[config.mk]
export PLATFORM = sky130hd
export DESIGN_NAME = mac_l_acc_flat
export DESIGN_NICKNAME = d
export VERILOG_FILES = /design/src/rtl/mac_l_acc_if.sv /design/src/rtl/mac_l_acc.sv /design/src/flat_wrapper.sv
export SDC_FILE = /design/constraint.sdc
export NUM_CORES = 1
export LEC_CHECK = 0
export BUFFER_PORTS_ARGS = -buffer_cell sky130_fd_sc_hd__buf_4
export CORE_ASPECT_RATIO = 1.1
export CORE_MARGIN = 2
export CORE_UTILIZATION = 30
export DETAILED_ROUTE_END_ITERATION = 10
export PLACE_DENSITY = 0.48
export SLEW_MARGIN = 20
export SYNTH_ARGS = -nofsm -noshare
export SYNTH_HDL_FRONTEND = slang
export SYNTH_SLANG_ARGS = --single-unit
[constraint.sdc]
create_clock -name clk -period 3.1 [get_ports clk]
set_input_delay 0.31 -clock clk [delete_from_list [all_inputs] [get_ports clk]]
set_output_delay 0.31 -clock clk [all_outputs]
set_load 0.02 [all_outputs]
[src/rtl/mac_l_acc_if.sv]
// mac_l_acc_if: block-start, sample-pair handshake and block-result bundle for mac_l_acc.
interface mac_l_acc_if;
    logic                start;
    logic                in_valid;
    logic signed [15:0]  in_a;
    logic signed [15:0]  in_b;
    logic                in_ready;
    logic                busy;
    logic                out_valid;
    logic signed [31:0]  out_acc;
    logic                overflow;

    modport master (
        output start, in_valid, in_a, in_b,
        input  in_ready, busy, out_valid, out_acc, overflow
    );

    modport slave (
        input  start, in_valid, in_a, in_b,
        output in_ready, busy, out_valid, out_acc, overflow
    );
endinterface

[src/rtl/mac_l_acc.sv]
// mac_l_acc: Q15 x Q15 multiply-accumulate over a block of N_TAPS pairs, producing a
// saturated Q31 dot product (L_mult then L_add, both saturating) with a sticky
// per-block overflow flag.
module mac_l_acc #(
    parameter int N_TAPS = 16
) (
    input  logic       clk,
    input  logic       reset,
    mac_l_acc_if.slave bus
);
    localparam int DATA_W = 16;
    localparam int ACC_W  = 32;
    localparam int CNT_W  = $clog2(N_TAPS + 1);

    localparam logic [1:0] S_IDLE  = 2'd0;
    localparam logic [1:0] S_RUN   = 2'd1;
    localparam logic [1:0] S_DRAIN = 2'd2;
    localparam logic [1:0] S_DONE  = 2'd3;

    localparam logic signed [DATA_W-1:0] Q15_MIN = 16'sh8000;
    localparam logic signed [ACC_W-1:0]  ACC_MAX = 32'sh7FFF_FFFF;
    localparam logic signed [ACC_W-1:0]  ACC_MIN = 32'sh8000_0000;

    // L_mult: doubled product; only -1 * -1 leaves the Q31 range. Returns {sat, value}.
    function automatic logic [ACC_W:0] l_mult(input logic signed [DATA_W-1:0] a,
                                              input logic signed [DATA_W-1:0] b);
        logic signed [ACC_W-1:0] prod;
        prod = ACC_W'(a) * ACC_W'(b);
        if (a == Q15_MIN && b == Q15_MIN) return {1'b1, ACC_MAX};
        return {1'b0, prod <<< 1};
    endfunction

    // L_add: 33-bit sum clamped back into Q31. Returns {sat, value}.
    function automatic logic [ACC_W:0] l_add(input logic signed [ACC_W-1:0] a,
                                             input logic signed [ACC_W-1:0] b);
        logic signed [ACC_W:0] sum;
        sum = (ACC_W + 1)'(a) + (ACC_W + 1)'(b);
        if (sum[ACC_W] != sum[ACC_W-1]) return {1'b1, sum[ACC_W] ? ACC_MIN : ACC_MAX};
        return {1'b0, sum[ACC_W-1:0]};
    endfunction

    logic [1:0]              state_q, state_d;
    logic [CNT_W-1:0]        cnt_q, cnt_d;
    logic signed [ACC_W-1:0] p_q, p_d;
    logic                    p_vld_q, p_vld_d;
    logic signed [ACC_W-1:0] acc_q, acc_d;
    logic                    ovf_q, ovf_d;
    logic signed [ACC_W-1:0] out_acc_q, out_acc_d;
    logic                    out_valid_q, out_valid_d;
    logic                    overflow_q, overflow_d;

    logic                    accept;
    logic [ACC_W:0]          mult_r;
    logic [ACC_W:0]          add_r;

    assign accept        = bus.in_valid && (state_q == S_RUN);
    assign bus.in_ready  = (state_q == S_RUN);
    assign bus.busy      = (state_q != S_IDLE);
    assign bus.out_valid = out_valid_q;
    assign bus.out_acc   = out_acc_q;
    assign bus.overflow  = overflow_q;

    // Next-state logic: block FSM, product stage, accumulate stage and result capture.
    always_comb begin
        mult_r      = l_mult(bus.in_a, bus.in_b);
        add_r       = l_add(acc_q, p_q);
        state_d     = state_q;
        cnt_d       = cnt_q;
        p_d         = p_q;
        p_vld_d     = 1'b0;
        acc_d       = acc_q;
        ovf_d       = ovf_q;
        out_acc_d   = out_acc_q;
        out_valid_d = 1'b0;
        overflow_d  = overflow_q;

        // Stage 2: fold the registered product into the accumulator.
        if (p_vld_q) begin
            acc_d = add_r[ACC_W-1:0];
            ovf_d = ovf_q | add_r[ACC_W];
        end

        case (state_q)
            S_IDLE: begin
                if (bus.start) begin
                    state_d = S_RUN;
                    cnt_d   = '0;
                    acc_d   = '0;
                    ovf_d   = 1'b0;
                end
            end
            S_RUN: begin
                // Stage 1: register the saturated product of an accepted pair.
                if (accept) begin
                    p_d     = mult_r[ACC_W-1:0];
                    p_vld_d = 1'b1;
                    ovf_d   = ovf_d | mult_r[ACC_W];
                    cnt_d   = cnt_q + CNT_W'(1);
                    if (cnt_q == CNT_W'(N_TAPS - 1)) state_d = S_DRAIN;
                end
            end
            S_DRAIN: state_d = S_DONE;
            S_DONE: begin
                state_d     = S_IDLE;
                out_valid_d = 1'b1;
                out_acc_d   = acc_q;
                overflow_d  = ovf_q;
            end
            default: state_d = S_IDLE;
        endcase
    end

    // State registers; reset abandons any block in flight and clears the result.
    always_ff @(posedge clk or posedge reset) begin
        if (reset) begin
            state_q     <= S_IDLE;
            cnt_q       <= '0;
            p_q         <= '0;
            p_vld_q     <= 1'b0;
            acc_q       <= '0;
            ovf_q       <= 1'b0;
            out_acc_q   <= '0;
            out_valid_q <= 1'b0;
            overflow_q  <= 1'b0;
        end else begin
            state_q     <= state_d;
            cnt_q       <= cnt_d;
            p_q         <= p_d;
            p_vld_q     <= p_vld_d;
            acc_q       <= acc_d;
            ovf_q       <= ovf_d;
            out_acc_q   <= out_acc_d;
            out_valid_q <= out_valid_d;
            overflow_q  <= overflow_d;
        end
    end
endmodule

[src/flat_wrapper.sv]
// flat-port wrapper written by rule: the top's interface ports become plain ports
module mac_l_acc_flat 
#(
    parameter int N_TAPS = 16
)
  (clk, reset, bus_start, bus_in_valid, bus_in_a, bus_in_b, bus_in_ready, bus_busy, bus_out_valid, bus_out_acc, bus_overflow);
  mac_l_acc_if bus_i ();
  input  logic clk;
  input  logic reset;
  input wire logic [$bits(bus_i.start)-1:0] bus_start;
  input wire logic [$bits(bus_i.in_valid)-1:0] bus_in_valid;
  input wire logic [$bits(bus_i.in_a)-1:0] bus_in_a;
  input wire logic [$bits(bus_i.in_b)-1:0] bus_in_b;
  output wire logic [$bits(bus_i.in_ready)-1:0] bus_in_ready;
  output wire logic [$bits(bus_i.busy)-1:0] bus_busy;
  output wire logic [$bits(bus_i.out_valid)-1:0] bus_out_valid;
  output wire logic [$bits(bus_i.out_acc)-1:0] bus_out_acc;
  output wire logic [$bits(bus_i.overflow)-1:0] bus_overflow;
  assign bus_i.start = bus_start;
  assign bus_i.in_valid = bus_in_valid;
  assign bus_i.in_a = bus_in_a;
  assign bus_i.in_b = bus_in_b;
  assign bus_in_ready = bus_i.in_ready;
  assign bus_busy = bus_i.busy;
  assign bus_out_valid = bus_i.out_valid;
  assign bus_out_acc = bus_i.out_acc;
  assign bus_overflow = bus_i.overflow;
  mac_l_acc #(.N_TAPS(N_TAPS)) u_core (.clk(clk), .reset(reset), .bus(bus_i));
endmodule
Word level (Yosys, flattened, before mapping)
Cells that the tools add are included.
Widths: inputs -> output; s select.
{"block": "word_totals", "ff_bits": 107, "inputBits": 36, "output_inout_bits": 36}
{"block": "op_classes", "addsub": 2, "n_mul": 1, "eq_ne": 10, "n_mux": 24, "n_bitwise": 2, "reduce_logical": 8}
{"operator": "$mux 33", "n": 4}
{"operator": "$mux 32", "n": 4}
{"operator": "$add 32x32->33", "n": 1}
{"operator": "$eq 16x16->1 const B", "n": 2}
{"operator": "$mul 16x16->31", "n": 1}
{"operator": "$mux 5", "n": 2}
{"operator": "$pmux 5 s2", "n": 1}
{"operator": "$mux 1", "n": 8}
{"operator": "$pmux 2 s4", "n": 1}
{"operator": "$mux 2", "n": 3}
{"operator": "$reduce_and 3->1", "n": 2}
{"operator": "$add 5x1->5 const B", "n": 1}
{"operator": "$eq 5x4->1 const B", "n": 1}
{"operator": "$eq 2x2->1 const B", "n": 2}
{"operator": "$ne 2x1->1 const B", "n": 2}
{"operator": "$reduce_bool 2->1", "n": 2}
{"operator": "$eq 2x1->1 const B", "n": 1}
{"operator": "$logic_and 1x1->1", "n": 2}
{"operator": "$logic_not 2->1", "n": 1}
{"operator": "$ne 2x2->1 const B", "n": 1}
{"operator": "$or 1x1->1", "n": 2}
{"operator": "$pmux 1 s2", "n": 1}
{"operator": "$reduce_and 2->1", "n": 1}
{"operator": "$ne 1x1->1", "n": 1}

Logic depth before layout (Yosys ltp)
Gate-level depths: netlist of run 1.
{"block": "depth", "ltp_word": 9, "ltp_mapped": 25}

Worst setup path after synthesis of run 1
OpenSTA, ideal clock, no wires.
{"block": "synth_path", "kind": "in2reg", "startpoint": "in bus_in_a[15]", "endpoint": "reg u_core.p_q[30]", "setup_ns": 0.137, "t_arrival_ns": 5.926, "required_time_ns": 2.963, "setup_slack_ns": -2.963, "path_stages": 22, "n_path_buf": 2, "path_cell_list": "clkbuf_1 > clkbuf_1 > nand2_1 > inv_1 > fa_1 > fa_1 > fa_1 > fa_1 > fa_1 > inv_1 > fa_1 > inv_1 > ha_1 > a211oi_1 > nand2b_1 > nor4b_1 > a21oi_1 > a41oi_1 > o2111a_1 > a21oi_1 > xnor2_1 > a21oi_1"}
{"block": "synth_via", "elab_chain_cells": 4, "word_cells_on_any_way": 5}
{"item": "start: declaration", "line": "flat_wrapper.sv:12", "source": "input wire logic [$bits(bus_i.in_a)-1:0] bus_in_a;"}
{"item": "branches (longest 3 deep; another with $mul 16x16->31)"}
{"item": "$mux 33 *", "line": "mac_l_acc.sv:30", "source": "return {1'b0, prod <<< 1};"}
{"item": "end signal: assignment", "line": "mac_l_acc.sv:128", "source": "p_q <= p_d;"}
{"item": "end: declaration", "line": "mac_l_acc.sv:44", "source": "logic signed [ACC_W-1:0] p_q, p_d;"}
Every way passes the cells marked *.
A chain may end at the register's enable or synchronous reset.

Worst setup path after layout of run 1
{"block": "layout_path", "startpoint": "in bus_in_b[3]", "endpoint": "reg u_core.p_q[31]"}
{"block": "layout_via", "elab_chain_cells": 4, "word_cells_on_any_way": 5}
{"item": "start: declaration", "line": "flat_wrapper.sv:13", "source": "input wire logic [$bits(bus_i.in_b)-1:0] bus_in_b;"}
{"item": "branches (longest 3 deep; another with $mul 16x16->31)"}
{"item": "$mux 33 *", "line": "mac_l_acc.sv:30"}
Marks and branches as above.

==> results.txt, run 1 <==
----------------------------------------------------
[Floorplanning]
  Initial cell density of the core ... 0.303
  Die X ... 223 um
  Die footprint ... 54,600 um^2
  Die Y-Extent ... 245 um
  Number of primary I/O pins ... 72
  Core region area ... 52,300 um^2
  Cell Rows ... 88

[Critical path]
  Crit path max-delay family ... adder cells
  Worst Reg2Reg Path Length in Cells ... 13
  Endpoint of the lowest-slack register-to-register path ... u_core.acc_q[4]
  Worst path depth ... 24
  R2R Setup Slk ... -70 ps
  Slowest Stage Delay on Critical Path ... 570 ps
  Crit path buf inv count ... 7
  Data required time of the critical path ... 3370 ps
  CP Capture Point ... u_core.p_q[31]
  Critical Path Sink Type ... flip-flop
  Cells along the critical path ... buf_12, buf_12, buf_8, and2_4, fa_1, fa_1, ha_2, inv_2, fa_1, inv_2, fa_1, inv_1, fa_1, inv_2, ha_4, o211ai_1, nor2_1, o211ai_1, or3_4, nand3_4, and3_4, nor4_4, o21a_1, o211ai_1
  Arrival time of the worst setup path ... 5560 ps
  Peak fanout along the critical path ... 6
  Critical path's slowest cell ... sky130_fd_sc_hd__fa_1
  Critical path class ... in -> reg
  Origin of the critical flop-to-flop path ... u_core.acc_q[1]
  Worst setup SP type ... input pin
  Launch point of the critical path ... bus_in_b[3]
  Most repeated library cell on the critical path ... sky130_fd_sc_hd__fa_1

[Synth]
  Total number of yosys warnings ... 0
  Cell variety after synth ... 84
  EDFF count, synth ... 0
  Cell type with the largest total area after synthesis ... sky130_fd_sc_hd__fa_1
  Area of the mapped netlist ... 15,800 um^2
  Top cell type's share of synthesized area ... 0.325
  Most used flip-flop cell after synthesis ... sky130_fd_sc_hd__dfrtp_1
  Synthesis-stage register bit count ... 107
  Syn Inst Count ... 1,702
  Dominant cells by area after synthesis ... sky130_fd_sc_hd__fa_1, sky130_fd_sc_hd__dfrtp_1, sky130_fd_sc_hd__ha_1
  Mean instance size in the synthesized netlist ... 9.30 um^2
  Fraction of the yosys area taken by sequential cells ... 0.169
  Net count of the mapped netlist ... 2,113
  Proportion of synthesized flip-flops having asynchronous set or reset ... 1.00

[Clocking]
  Clock latency on the worst-skew pair ... 360 ps
  CTS clk-pin slew, worst paths ... 70 ps
  Buffer type at the clock tree root ... sky130_fd_sc_hd__clkbuf_16
  Clock tree from TritonCTS ... yes
  CTS H-tree depth ... 3
  Clock tree buffer depth ... 2
  Inserted Clock Buffers ... 9
  Clock sink total ... 107

[STA]
  Endpoints failing setup ... 44
  Time the final worst path needs with I/O delays and setup ... 5280 ps
  Period Utilization, post-route ... 1.70
  Fin Hold WS ... 208 ps
  Setup repair after global routing missed its margin ... yes
  Slack of the critical path ... -2180 ps
  Final Hold Violating Endpoints ... 0
  Setup clock skew after layout ... 9.18 ps
  Slew Limit Headroom ... 0.503
  Slew at the pin with the worst max-slew slack ... 739 ps
  Max Freq ... 0.189 GHz
  Total count of max-transition violations in the final report ... 0

[Drt]
  Final wirelength ... 43,800 um
  Number of iterations in the first detailed-routing pass ... 4
  Remaining number of nets flagged by the antenna check after routing ... 0
  Post-DR vias/cell ... 4.69
  DRC violation count after routing ... 0
  Average routed wire per standard cell ... 16.4 um
  Vias after detailed routing ... 12,500
  Violation count after the first detailed-routing iteration ... 541

[Cells and area]
  Share of cells above drive strength 1 ... 0.320
  Layout net count ... 2,404
  Area grow syn2layout ... 34.3%
  Total inserted antenna cells ... 0

[Status]
  Status ... finished, violations left
  Violations in the final reports ... setup timing

[Global routing]
  Total GRT Usage ... 0.162
  First-pass GRT wire length ... 70,300 um
  Antenna violations before repair ... 0
  Global route total overflow ... 0
  Via count of the first global-routing pass ... 13,100
  Largest net degree at the start of global routing ... 62

[Run]
  Number of maximum-capacitance violations ... 0

[Placed design]
  Half-perimeter wire length after detailed placement ... 36,300 um
  Count of buffers from port buffering ... 71
  Final estimated routing congestion in global placement ... 0.914

[Min path]
  Worst hold path type ... in -> reg

----------------------------------------------------
sequential cells by signal, indices dropped and copies added, names as in the netlist:
name and count:
u_core.acc_q 32, u_core.p_vld_q 1, u_core.bus.overflow 1, u_core.bus.out_acc 32, u_core.p_q 32, u_core.cnt_q 5
u_core.state_q 2, u_core.bus.out_valid 1, u_core.ovf_q 1
kinds of logic after synthesis:
group,share of synthesized area
adders and majority gates,0.419
muxes,0.0281
and+or+nand+nor,0.151
AOI/OAI and AO/OA,0.109
DFF,0.169
xor gates and xnor gates,0.0348
buffers and inverters,0.0895
metrics by stage:
| stage | cell area, um^2 | instances | utilization | TNS, ps | worst slack, ps |
|---|---|---|---|---|---|
| floorplan | 16400 | 1702 | - | -43910 | -2400 |
| global placement | 19100 | 2612 | 0.365 | -60790 | -2660 |
| detailed placement | 19100 | 2612 | 0.365 | -62630 | -2760 |
| CTS | 20400 | 2654 | 0.391 | -47040 | -2230 |
| global route | 21300 | 2673 | 0.406 | -52980 | -2360 |
| finish | 21300 | 2673 | 0.406 | -44510 | -2180 |
routing by layer:
layer | track usage | wire (um) | up-vias
li1 | - | - | 5986
met1 | 0.210 | 19500 | 6350
met2 | 0.294 | 22800 | 171
met3 | 0.00946 | 833 | 35
met4 | 0.0389 | 714 | 0
met5 | 0 | 0 | -
cells in the final DEF, fill, tap and decap left out, drive strengths merged, types with 3 or more instances in the layout:
| cell | instances |
|---|---|
| or3 | 5 |
| xor2 | 24 |
| clkbuf | 17 |
| buf | 343 |
| o21bai | 7 |
| nand2 | 190 |
| inv | 300 |
| nor4b | 3 |
| nor4 | 7 |
| nor2 | 88 |
| o21a | 11 |
| and2 | 123 |
| nor2b | 7 |
| and3 | 9 |
| mux2i | 6 |
| nand4 | 4 |
| a21o | 24 |
| o22ai | 15 |
| a211o | 3 |
| o21ai | 53 |
| mux2 | 33 |
| nand3 | 25 |
| dfrtp | 107 |
| fa | 257 |
| ha | 118 |
| a31oi | 16 |
| xnor2 | 38 |
| nand2b | 11 |
| a211oi | 7 |
| nor3 | 10 |
| clkinvlp | 3 |
| o211ai | 18 |
| a21oi | 73 |
| a22oi | 6 |
worst min path at each step:
stage / start / end / slack, ps / depth (start not counted)
3_5_place_dp: reset / u_core.bus.out_acc[28] / 370 / 2
5_1_grt: bus_start / u_core.acc_q[31] / 210 / 2
4_1_cts: bus_start / u_core.acc_q[31] / 200 / 2
6_report: bus_start / u_core.acc_q[31] / 210 / 2
3_3_place_gp: reset / u_core.bus.out_acc[28] / 360 / 2
2_1_floorplan: u_core.p_q[2] / u_core.p_q[2] / 440 / 2
area by class of cell:
type / instances / area, um^2
inverters: 303 / 1150
repair buffers: 348 / 3190
multi-input cells: 1224 / 13100
clock buffers: 13 / 260
well taps: 675 / 845
fillers: 5183 / 31000
flip-flops and latches: 107 / 2680
clock inverters: 3 / 46.3
what timing repair did:
| action | in CTS | in global routing |
|---|---|---|
| pin swaps | 101 | 111 |
| gates cloned | 3 | 3 |
| resized for setup | 173 | 129 |
| setup buffers | 26 | 24 |
| endpoints found under the setup margin | 59 | 60 |
| hold buffers | 1 | 0 |
| hold endpoints to repair | 18 | 0 |
cell usage after synthesis (all sizes together), types with 8 or more instances:
library cell / n
a21o: 24
a21oi: 73
a31oi: 16
and2: 123
and3: 9
buf: 8
clkbuf: 60
dfrtp: 107
fa: 257
ha: 118
inv: 302
mux2: 33
nand2: 190
nand2b: 11
nand3: 25
nor2: 88
nor3: 10
o211ai: 18
o21a: 11
o21ai: 53
o22ai: 15
xnor2: 38
xor2: 24
Power of run 1 is not shown: default switching activity piles up to over one toggle a cycle in this logic, so the estimate is an artifact.
==> inputs of run 2 (changes only) <==
- CORE_ASPECT_RATIO: 1.1 -> 1.75
- CTS_BUF_LIST: default -> sky130_fd_sc_hd__clkbuf_8
==> results.txt, run 2 (synthesis results as in run 1) <==
----------------------------------------------------
[Status]
  Status ... finished, violations left
  Violations in the final reports ... setup timing

[Placed design]
  Final estimated routing congestion in global placement ... 0.884
  Count of buffers from port buffering ... 71
  Half-perimeter wire length after detailed placement ... 37,200 um
  Post-placement worst setup slack ... -2760 ps
  Placed instance area ... 19,000 um^2

[Cells and area]
  Most common cell after layout, fill and taps aside ... sky130_fd_sc_hd__inv_1
  Final instance area ... 21,000 um^2
  Layout net count ... 2,392
  Commonest cells after routing, fill and taps aside ... sky130_fd_sc_hd__inv_1, sky130_fd_sc_hd__buf_4, sky130_fd_sc_hd__fa_1
  Share of cells above drive strength 1 ... 0.318
  Area grow syn2layout ... 32.5%

[Clocking]
  Clock tree buffer depth ... 2
  Inserted Clock Buffers ... 9
  Buffer type at the clock tree root ... sky130_fd_sc_hd__clkbuf_8
  CTS clk-pin slew, worst paths ... 110 ps
  Clock sink total ... 107
  CTS H-tree depth ... 3
  Clock latency on the worst-skew pair ... 410 ps
  Clock tree from TritonCTS ... yes

[Floorplanning]
  Die X ... 178 um
  Initial cell density of the core ... 0.303
  Die Y-Extent ... 308 um
  Die footprint ... 54,700 um^2
  Cell Rows ... 111
  Number of primary I/O pins ... 72
  Core region area ... 52,200 um^2

[Critical path]
  R2R Setup Slk ... -100 ps
  Origin of the critical flop-to-flop path ... u_core.acc_q[1]
  Critical Path Sink Type ... flip-flop
  Endpoint of the lowest-slack register-to-register path ... u_core.acc_q[18]
  Critical path class ... in -> reg
  Peak fanout along the critical path ... 4
  Worst Reg2Reg Path Length in Cells ... 13
  Data required time of the critical path ... 3390 ps
  Worst setup SP type ... input pin
  Arrival time of the worst setup path ... 5520 ps

[Global routing]
  Most Crowded Layer GR ... met2
  Largest net degree at the start of global routing ... 95
  Via count of the first global-routing pass ... 14,000
  Met1 track utilization from global routing ... 0.177
  First-pass GRT wire length ... 72,400 um
  Total GRT Usage ... 0.169
  Antenna violations before repair ... 1
  GR met3 Demand/Resource ... 0.0107
  Global route total overflow ... 0
  Met2 routing resource usage after global routing ... 0.348

[STA]
  Slew Limit Headroom ... 0.604
  Slew at the pin with the worst max-slew slack ... 589 ps
  Time the final worst path needs with I/O delays and setup ... 5230 ps
  Total count of max-transition violations in the final report ... 0
  Final Hold Violating Endpoints ... 0
  Setup clock skew after layout ... 9.44 ps
  Slack of the critical path ... -2130 ps
  Setup repair after global routing missed its margin ... yes
  Period Utilization, post-route ... 1.69
  Endpoints failing setup ... 42
  Max Freq ... 0.191 GHz

[Drt]
  Average routed wire per standard cell ... 16.8 um
  Final wirelength ... 44,700 um
  Remaining number of nets flagged by the antenna check after routing ... 0
  Vias after detailed routing ... 12,400
  Violation count after the first detailed-routing iteration ... 326
  DRC violation count after routing ... 0
  Post-DR vias/cell ... 4.66
  Number of iterations in the first detailed-routing pass ... 6

[Min path]
  Terminating pin of the worst hold path ... u_core.acc_q[31]
  Launch instance of the worst min-delay path ... bus_start
  Number of instances on the worst hold path ... 2
  Worst hold path type ... in -> reg

[Run]
  Number of maximum-capacitance violations ... 0

----------------------------------------------------
[run 2: cell count changes in the layout (fill, tap and decap cells not counted), sizes merged]
cell,before,now
clkbuf,17,12
clkinvlp,3,2
inv,300,303
buf,343,333
bufinv,1,2
diode,0,1
[run 2: through the flow]
stage	hold slack [ps]	setup TNS, ps	util	instances
6_report	167	-40780	0.402	2665
5_1_grt	169	-47070	0.402	2665
4_1_cts	145	-40720	0.390	2656
3_5_place_dp	327	-62320	0.363	2601
3_3_place_gp	326	-61450	0.363	2601
2_1_floorplan	443	-43910	-	1702
[run 2: timing repair]
action,in CTS,in global routing
hold buffers,1,0
setup buffers,36,17
cloned,4,2
resized for setup,180,119
pin swaps,78,82
setup endpoints to repair,58,58
hold endpoints to repair,13,0
[run 2: layer usage]
layer / routed length, um / part of all wire / up-vias
li1: - / - / 5935
met1: 16700 / 0.37 / 6271
met2: 26200 / 0.59 / 150
met3: 704 / 0.016 / 55
met4: 1160 / 0.026 / 0
met5: 0 / 0 / -
[run 2: final cells by class]
cell class / count / area, um^2
inverter: 303 / 1150
timing repair buffer: 336 / 3180
antenna: 1 / 2.50
multi-input combinational: 1224 / 12900
tap: 678 / 848
clock inverter: 6 / 95.1
clock buffer: 10 / 138
sequential: 107 / 2680
fill: 5342 / 31200
[run 2: worst max-delay path, stage by stage]
cell	delay [ps]
sky130_fd_sc_hd__buf_12	110
sky130_fd_sc_hd__and2_4	150
sky130_fd_sc_hd__fa_1	540
sky130_fd_sc_hd__inv_2	40
sky130_fd_sc_hd__fa_1	480
sky130_fd_sc_hd__inv_1	60
sky130_fd_sc_hd__fa_1	510
sky130_fd_sc_hd__fa_1	530
sky130_fd_sc_hd__fa_1	550
sky130_fd_sc_hd__inv_1	50
sky130_fd_sc_hd__fa_1	510
sky130_fd_sc_hd__inv_2	50
sky130_fd_sc_hd__ha_4	280
sky130_fd_sc_hd__o21ai_1	70
sky130_fd_sc_hd__a22oi_2	170
sky130_fd_sc_hd__o31ai_2	90
sky130_fd_sc_hd__a21oi_2	180
sky130_fd_sc_hd__a41oi_2	160
sky130_fd_sc_hd__o2111a_2	310
sky130_fd_sc_hd__a21oi_2	150
sky130_fd_sc_hd__xnor2_1	120
sky130_fd_sc_hd__a21oi_1	80
[run 2: how the worst max path moves through the flow]
stage / start / to / slack, ps / depth (start not counted)
2_1_floorplan: bus_in_a[15] / u_core.p_q[31] / -2400 / 23
3_3_place_gp: bus_in_a[6] / u_core.p_q[31] / -2700 / 20
5_1_grt: bus_in_a[15] / u_core.p_q[30] / -2300 / 20
4_1_cts: bus_in_b[11] / u_core.p_q[30] / -2130 / 22
6_report: bus_in_b[11] / u_core.p_q[30] / -2130 / 22
3_5_place_dp: bus_in_b[4] / u_core.p_q[31] / -2760 / 22
Power of run 2 is left out for the same reason.
